<file path="src/rtl/cordic_pkg.sv">
// ============================================================================
// Module      : cordic_pkg
// Description : Shared constants and FSM state type for the CORDIC angle sweep.
// Revision    : 1.0 - initial release
// ============================================================================
`default_nettype none

package cordic_pkg;

  localparam int FRAC_BITS = 24;
  // 2*pi in Q.24 radians
  localparam int TWO_PI = 105414357;

  typedef enum logic [1:0] {
    IDLE  = 2'd0,
    CLEAR = 2'd1,
    RUN   = 2'd2
  } sweep_state_t;

endpackage

`default_nettype wire

</file>
<file path="src/rtl/cordic_angle_wrap_add.sv">
// ============================================================================
// Module      : cordic_angle_wrap_add
// Description : Combinational modulo-TWO_PI adder for angles in [0, TWO_PI).
// Revision    : 1.0 - initial release
// ============================================================================
`default_nettype none

module cordic_angle_wrap_add
  import cordic_pkg::*;
#(
  parameter int n = 32
) (
  input  logic [n-1:0] a_i,
  input  logic [n-1:0] b_i,
  output logic [n-1:0] sum_o
);

  localparam logic [n:0]   c_two_pi_w = (n+1)'(TWO_PI);
  localparam logic [n-1:0] c_two_pi_n = n'(TWO_PI);

  logic [n:0]   w_sum;
  logic [n-1:0] w_diff;

  // Carry bit keeps the sum exact; the wrapped result always fits in n bits.
  assign w_sum  = {1'b0, a_i} + {1'b0, b_i};
  assign w_diff = w_sum[n-1:0] - c_two_pi_n;
  assign sum_o  = (w_sum >= c_two_pi_w) ? w_diff : w_sum[n-1:0];

endmodule

`default_nettype wire

</file>
<file path="src/rtl/cordic_angle_sweep.sv">
// ============================================================================
// Module      : cordic_angle_sweep
// Description : Steps a downstream CORDIC sin/cos core through an angle sweep,
//               holding each angle for HOLD_CYCLES enable cycles.
//               Optional macro SWEEP_CHIRP_EN adds a latched step_delta to the
//               step on every angle advance (linear chirp).
// Revision    : 1.0 - initial release
// ============================================================================
`default_nettype none

module cordic_angle_sweep
  import cordic_pkg::*;
#(
  parameter int n           = 32,
  parameter int HOLD_CYCLES = 40
) (
  input  logic         clock,
  input  logic         reset,
  input  logic         start,
  input  logic         stop,
  input  logic [n-1:0] start_angle,
  input  logic [n-1:0] step_in,
  input  logic [15:0]  num_points,
`ifdef SWEEP_CHIRP_EN
  input  logic [n-1:0] step_delta,
`endif
  output logic [n-1:0] angle_out,
  output logic         cordic_clear,
  output logic         cordic_enable,
  output logic         sample_valid,
  output logic         busy,
  output logic         cfg_err
);

  localparam logic [n-1:0] c_two_pi    = n'(TWO_PI);
  localparam logic [7:0]   c_hold_last = 8'(HOLD_CYCLES - 1);

  sweep_state_t state_q, state_d;
  logic [n-1:0] angle_q, angle_d;
  logic [n-1:0] step_q, step_d;
  logic [15:0]  pts_q, pts_d;
  logic [7:0]   hold_q, hold_d;
  logic         stop_q, stop_d;
  logic         cfg_err_q, cfg_err_d;

  logic [n-1:0] w_next_angle;
  logic [n-1:0] w_next_step;
  logic         w_cfg_ok;
  logic         w_last;
  logic         w_pts_done;
  logic         w_stop_pend;

  cordic_angle_wrap_add #(
    .n (n)
  ) u_wrap (
    .a_i   (angle_q),
    .b_i   (step_q),
    .sum_o (w_next_angle)
  );

  assign w_cfg_ok    = !start_angle[n-1] && (start_angle < c_two_pi) &&
                       !step_in[n-1]     && (step_in < c_two_pi);
  assign w_last      = (state_q == RUN) && (hold_q == c_hold_last);
  assign w_pts_done  = (pts_q == 16'd1);
  assign w_stop_pend = stop_q | stop;

`ifdef SWEEP_CHIRP_EN
  localparam logic [n:0]   c_step_max_w = (n+1)'(TWO_PI - 1);
  localparam logic [n-1:0] c_step_max   = n'(TWO_PI - 1);

  logic [n-1:0] delta_q, delta_d;
  logic [n+1:0] w_step_sum;

  // Signed delta; the step is clamped to [0, TWO_PI-1] so the adder stays valid.
  assign w_step_sum = {2'b00, step_q} + {{2{delta_q[n-1]}}, delta_q};

  always_comb begin
    w_next_step = w_step_sum[n-1:0];
    if (w_step_sum[n+1]) begin
      w_next_step = '0;
    end else if (w_step_sum[n:0] > c_step_max_w) begin
      w_next_step = c_step_max;
    end
  end
`else
  assign w_next_step = step_q;
`endif

  always_ff @(posedge clock or negedge reset) begin
    if (!reset) begin
      state_q   <= IDLE;
      angle_q   <= '0;
      step_q    <= '0;
      pts_q     <= '0;
      hold_q    <= '0;
      stop_q    <= 1'b0;
      cfg_err_q <= 1'b0;
`ifdef SWEEP_CHIRP_EN
      delta_q   <= '0;
`endif
    end else begin
      state_q   <= state_d;
      angle_q   <= angle_d;
      step_q    <= step_d;
      pts_q     <= pts_d;
      hold_q    <= hold_d;
      stop_q    <= stop_d;
      cfg_err_q <= cfg_err_d;
`ifdef SWEEP_CHIRP_EN
      delta_q   <= delta_d;
`endif
    end
  end

  always_comb begin
    state_d   = state_q;
    angle_d   = angle_q;
    step_d    = step_q;
    pts_d     = pts_q;
    hold_d    = hold_q;
    stop_d    = stop_q;
    cfg_err_d = 1'b0;
`ifdef SWEEP_CHIRP_EN
    delta_d   = delta_q;
`endif
    case (state_q)
      IDLE: begin
        stop_d = 1'b0;
        hold_d = '0;
        if (start && !stop) begin
          if (w_cfg_ok) begin
            state_d = CLEAR;
            angle_d = start_angle;
            step_d  = step_in;
            pts_d   = num_points;
`ifdef SWEEP_CHIRP_EN
            delta_d = step_delta;
`endif
          end else begin
            cfg_err_d = 1'b1;
          end
        end
      end
      CLEAR: begin
        hold_d  = '0;
        state_d = RUN;
        if (stop) stop_d = 1'b1;
      end
      RUN: begin
        if (stop) stop_d = 1'b1;
        if (w_last) begin
          if (pts_q != 16'd0) pts_d = pts_q - 16'd1;
          // The angle only advances when another point follows, so IDLE keeps
          // showing the last angle that was actually sampled.
          if (w_pts_done || w_stop_pend) begin
            state_d = IDLE;
            stop_d  = 1'b0;
            hold_d  = '0;
          end else begin
            state_d = CLEAR;
            angle_d = w_next_angle;
            step_d  = w_next_step;
          end
        end else begin
          hold_d = hold_q + 8'd1;
        end
      end
      default: state_d = IDLE;
    endcase
  end

  assign angle_out     = angle_q;
  assign cordic_clear  = (state_q == CLEAR);
  assign cordic_enable = (state_q == RUN);
  assign sample_valid  = w_last;
  assign busy          = (state_q != IDLE);
  assign cfg_err       = cfg_err_q;

endmodule

`default_nettype wire

</file>
<file path="config.mk">
export PLATFORM = sky130hd
export DESIGN_NAME = cordic_angle_sweep
export DESIGN_NICKNAME = d
export VERILOG_FILES = /design/src/rtl/cordic_pkg.sv /design/src/rtl/cordic_angle_wrap_add.sv /design/src/rtl/cordic_angle_sweep.sv
export SDC_FILE = /design/constraint.sdc
export NUM_CORES = 1
export LEC_CHECK = 0
export ABC_CLOCK_PERIOD_IN_PS = 5300
export CAP_MARGIN = 15
export CORE_ASPECT_RATIO = 1.1
export CORE_MARGIN = 4
export CORE_UTILIZATION = 55
export CTS_CLUSTER_SIZE = 40
export DETAILED_ROUTE_END_ITERATION = 8
export GPL_TIMING_DRIVEN = 0
export PLACE_DENSITY = 0.92
export RECOVER_POWER = 100
export SLEW_MARGIN = 0
export SYNTH_ARGS = -nofsm -noshare
export SYNTH_HDL_FRONTEND = slang
export SYNTH_SLANG_ARGS = --single-unit
</file>
<file path="constraint.sdc">
create_clock -name clock -period 5.3 [get_ports clock]
set_input_delay 0.53 -clock clock [delete_from_list [all_inputs] [get_ports clock]]
set_output_delay 0.53 -clock clock [all_outputs]
set_load 0.02 [all_outputs]
</file>
Word-level counts from Yosys, hierarchy flattened. Cells that the tools add are included.

Add/sub/neg operators: 4. Magnitude comparators: 3. Equality and inequality tests: 10. Multiplexer cells: 26. Bitwise logic cells: 1. Reductions and logical operators: 21.

Operator list (count): $mux 32 (5); $lt 32x27->1 const B (2); $mux 16 (4); $pmux 32 s2 (1); $add 32x32->33 (1); $ge 33x27->1 const B (1); $pmux 16 s2 (1); $sub 32x27->32 const B (1); $eq 16x1->1 const B (1); $mux 8 (2); $pmux 8 s2 (1); $reduce_bool 16->1 (1); $sub 16x1->16 const B (1); $reduce_and 5->1 (2); $add 8x1->8 const B (1); $eq 8x6->1 const B (1); $mux 1 (7); $mux 2 (3); $ne 2x2->1 const B (3); $pmux 2 s3 (1); $reduce_and 3->1 (2); $reduce_bool 2->1 (3); $logic_and 1x1->1 (5); $ne 2x1->1 const B (2); 11 further kinds (13).

Register bits: 92.

Longest topological paths before layout.
Depth in word-level cells: 7. Depth in mapped cells: 16. Depth with buffers taken out: 14.

Hierarchy. A second synthesis with hierarchy kept.

Cells, all modules: 909. Area, all modules: 8057.7 µm².

By module, submodules not included: cordic_angle_sweep (times used 1, cells each 464, area an instance 4859.7 µm²); cordic_angle_wrap_add (times used 1, cells each 445, area an instance 3198.1 µm²).

Worst setup path after synthesis. No wires, ideal clock.

Path type: flip-flop to flip-flop. Start point: reg angle_q[0], in the netlist angle_out[0]. End point: reg angle_q[0], in the netlist angle_out[0]. Setup time: 135 ps. Arrival: 3874 ps. Setup slack: 1291 ps. Cell stages (with the launch flop): 17. Buffers on the path: 2. Period minus slack after synthesis: 4009 ps. Cells stage by stage: dfrtp_1 -> ha_1 -> fa_1 -> a21o_1 -> a221oi_1 -> o221ai_2 -> a21oi_2 -> xnor2_1 -> or4_4 -> o21a_1 -> o31a_1 -> nand4b_4 -> buf_6 -> buf_6 -> xnor2_2 -> mux2i_1 -> a21oi_1.

Longest elaborated chain between the ends: 6. Elaborated cells on any way between the ends: 7. Classes of those cells: add/sub (2); order compare (1); mux (4).

Ends and longest elaborated chain: start, declared (line cordic_angle_sweep.sv:39) `logic [n-1:0] angle_q, angle_d;`; start signal, assigned (line cordic_angle_sweep.sv:103) `angle_q <= angle_d;`; $add 32x32->33 * (line cordic_angle_wrap_add.sv:25) `assign w_sum = {1'b0, a_i} + {1'b0, b_i};`; $sub 32x27->32 or $ge 33x27->1 (tied branches) (line cordic_angle_wrap_add.sv:26, cordic_angle_wrap_add.sv:27); $mux 32 * (line cordic_angle_wrap_add.sv:27) `assign sum_o = (w_sum >= c_two_pi_w) ? w_diff : w_sum[n-1:0];`; $mux 32 * (line cordic_angle_sweep.sv:155) `if (w_pts_done || w_stop_pend) begin`; $mux 32 * (line cordic_angle_sweep.sv:151) `if (w_last) begin`; $pmux 32 s2 * (line cordic_angle_sweep.sv:126) `case (state_q)`.

Mark *: on every way between the ends. The rest lies on a longest branch, timed or not. The select of a mux whose other input is x is not followed. A chain may end at the register's enable or synchronous reset.

Worst setup path in the final report. Same ends and word-level chain as after synthesis.

==> run_results.csv <==
group,metric,value,unit
status,status,"finished with violations",
status,violations,"max-capacitance violations, max-slew violations",
setup_path,end_kind,"flip-flop",
yosys,syn_area,7111,µm²
yosys,synth-seq-cells,92,
yosys,syn-mean-instance-area,8.395,µm²
timing,rsz0062_at_grt,"no",
routing,vias,7255,
timing,maxSlewViolCount,46,
yosys,yosysSeqAreaShare,0.3238,
clocking,cts_buffer_depth,2,
timing,worst_slew_pin_slew,2.614,ns
clocking,cts_tree,"done",
run,drv_cap,1,
clocking,h-tree-depth,3,
placed_design,port_buffers,120,
floorplanning,coreArea,12640,µm²
clocking,post_cts.repair.setup_buffers,0,
finish,drive_gt1_frac,0.06301,
clocking,clock-sinks,92,
power_and_ir_drop,vdd_drop_max,0.3118,mV
clocking,clock_latency,0.36,ns
finish,n_antenna_cell,0,
floorplanning,dieArea,14810,µm²
finish,syn2layout_area_growth,23.81,%
yosys,yosysWarnings,0,
yosys,synthTopCellsByCount,"92 x dfrtp_1, 87 x a21oi_1, 86 x o21ai_0, 67 x nand2_1, 56 x nor2_1",
floorplanning,die_w,116.4,µm
timing,fin_crit_sh,0.8989,
timing,slew_headroom,-0.7428,
timing,max_freq,209.9,MHz
global_routing,grt_pass1_vias,7210,
clocking,ctsResizeCount,0,
timing,post-route-min-period,4.764,ns
timing,clock_skew,0.009322,ns
finish,stdcell_count,1141,
finish,nets,1106,
global_routing,grt_max_degree,48,
global_routing,grt.overflow.total,0,
routing,drcViolationCount,0,
timing,setup_tns,0,ns
setup_path,critPathArrivalTime,4.97,ns
setup_path,crit_type,"reg2reg",
yosys,synth_area_leaders,"dfrtp_1 32%, ha_1 7.4%, a21oi_1 6.1%",
setup_path,critPathRequiredTime,5.51,ns
yosys,synth_fp_nets,974,
placed_design,dp.cells,1125,
yosys,synth.most_common_cell,"dfrtp_1",
timing,finalSetupViolations,0,
hold_path,hold_class,"reg2reg",
placed_design,finalWeightedCongestion,1.018,
yosys,yosysTopAreaCell,"dfrtp_1",
floorplanning,io_pins,121,
global_routing,antenna_found_initial,0,
yosys,yosysTopAreaCellShare,0.3238,
clocking,cts_made_buffers,9,
timing,timing_hold_violations_final,0,
yosys,postSynthCellCount,847,
global_routing,grt_usage,0.3041,
yosys,synth-edff-count,0,
yosys,ys_types,70,
clocking,ctsHoldBuffers,0,
routing,drt_iter0_markers,911,
power_and_ir_drop,leakage,3.732,nW
routing,drt_first_pass_iters,5,
routing,wl_per_cell,19.37,µm
placed_design,placed_cell_area,8533,µm²
clocking,root_buffer,"clkbuf_16",
routing,viasPerCell,6.358,
finish,fin_area,8803,µm²
clocking,path_clk_slew,0.06,ns
finish,fillCellCount,994,
routing,antenna_left,0,
power_and_ir_drop,p_per_area,502.5,nW/µm²
floorplanning,rows,43,
setup_path,critPathMaxFanout,10,
floorplanning,dieHeight,127.3,µm
yosys,synth_ff_type,"dfrtp_1",
routing,totalWireLength,22100,µm
yosys,ys_async_sr_fraction,1.000,
placed_design,place_hpwl,17060,µm
global_routing,grt_pass1_wl,35680,µm
setup_path,start_kind,"flip-flop",
floorplanning,start_util,0.5624,
==> worst paths after layout <==
check	slack, ns	endpoint	cells past startpoint	startpoint
min reg2reg	0.49	hold_q[7]	1	hold_q[7]
min in group asynchronous	0.99	pts_q[5]	1	reset
min	0.49	hold_q[7]	1	hold_q[7]
max	0.54	angle_out[0]	16	angle_out[0]
max reg2reg	0.54	angle_out[0]	16	angle_out[0]
max in group asynchronous	2.82	step_q[22]	1	reset
==> metrics by stage <==
stage	worst slack [ns]	hold slack (ns)	utilization	total power, mW
floorplan	1.291	0.2344	-	2.876
global placement	0.3463	0.4743	0.6729	3.681
detailed placement	0.6751	0.4714	0.6749	3.754
CTS	0.7652	0.2098	0.6998	4.469
global route	0.2566	0.5236	0.6963	4.736
finish	0.5359	0.4865	0.6963	4.424
==> worst max-delay path, stage by stage (launching register included) <==
cell,delay (ns)
dfrtp_1,0.40
ha_1,0.25
fa_1,0.41
a21o_1,0.21
a221oi_1,0.51
o221ai_1,0.36
a21oi_2,0.24
xnor2_1,0.12
or4_1,0.58
o21a_1,0.24
o31a_1,0.29
nand4b_1,0.26
buf_6,0.22
buf_6,0.15
xnor2_1,0.13
mux2i_1,0.15
a21oi_1,0.09
==> sequential cells by signal, indices dropped and copies added (netlist names) <==
name and flops:
angle_out 32, state_q 2, cfg_err 1, pts_q 16, stop_q 1, hold_q 8
step_q 32
==> logic make-up (layout without fill, tap and decap cells) <==
| kind of cell | count (synthesis) | in the layout | synth area share |
|---|---|---|---|
| AOI/OAI and AO/OA | 270 | 270 | 0.2256 |
| xor gates and xnor gates | 57 | 57 | 0.07127 |
| muxes | 34 | 34 | 0.05314 |
| DFF | 92 | 92 | 0.3238 |
| buffers and inverters | 66 | 203 | 0.03783 |
| and+or+nand+nor | 285 | 285 | 0.2117 |
| adders and majority gates | 43 | 43 | 0.07672 |
==> power breakdown <==
| group | internal [mW] | switching, mW |
|---|---|---|
| combinational | 0.993 | 1.62 |
| sequential | 0.907 | 0.217 |
| clock | 0.405 | 0.284 |
| total | 2.30 | 2.12 |
==> layer usage <==
metal | vias to the layer above | part of all wire | GRT usage
met5 | - | 0 | 0
met1 | 3434 | 0.40 | 0.3946
met3 | 73 | 0.086 | 0.04784
li1 | 3369 | - | -
met2 | 379 | 0.47 | 0.4859
met4 | 0 | 0.047 | 0.1611
==> placed cells by master, fill, tap and decap left out, drive strengths merged, types with 6 or more instances in the layout <==
cell type      instances
o21ai                 95
dfrtp                 92
a21oi                 88
clkdlybuf4s50         81
nand2                 68
nor2                  56
clkbuf                48
ha                    42
dlygate4sd3           38
xor2                  31
nand3                 30
mux2                  30
nor3b                 29
inv                   26
xnor2                 26
nor3                  19
nand4                 14
nor2b                 13
o22ai                 13
o211ai                10
and3                   9
o21a                   8
nand2b                 8
a211oi                 8
and2                   7
a31oi                  7
buf                    7
nor4                   6
or3                    6
a21o                   6
o31ai                  6
==> final cells by class <==
type,count,area (µm²),share of cell area
timing repair buffer,121,1222,0.1389
multi-input combinational,689,4501,0.5112
inverter,26,97.59,0.01109
buffer,40,170.2,0.01933
sequential,92,2302,0.2615
clock buffer,13,270.3,0.03070
clock inverter,3,43.79,0.004974
tap,157,196.4,0.02231
No activity file was read; power rests on OpenSTA's default activity.
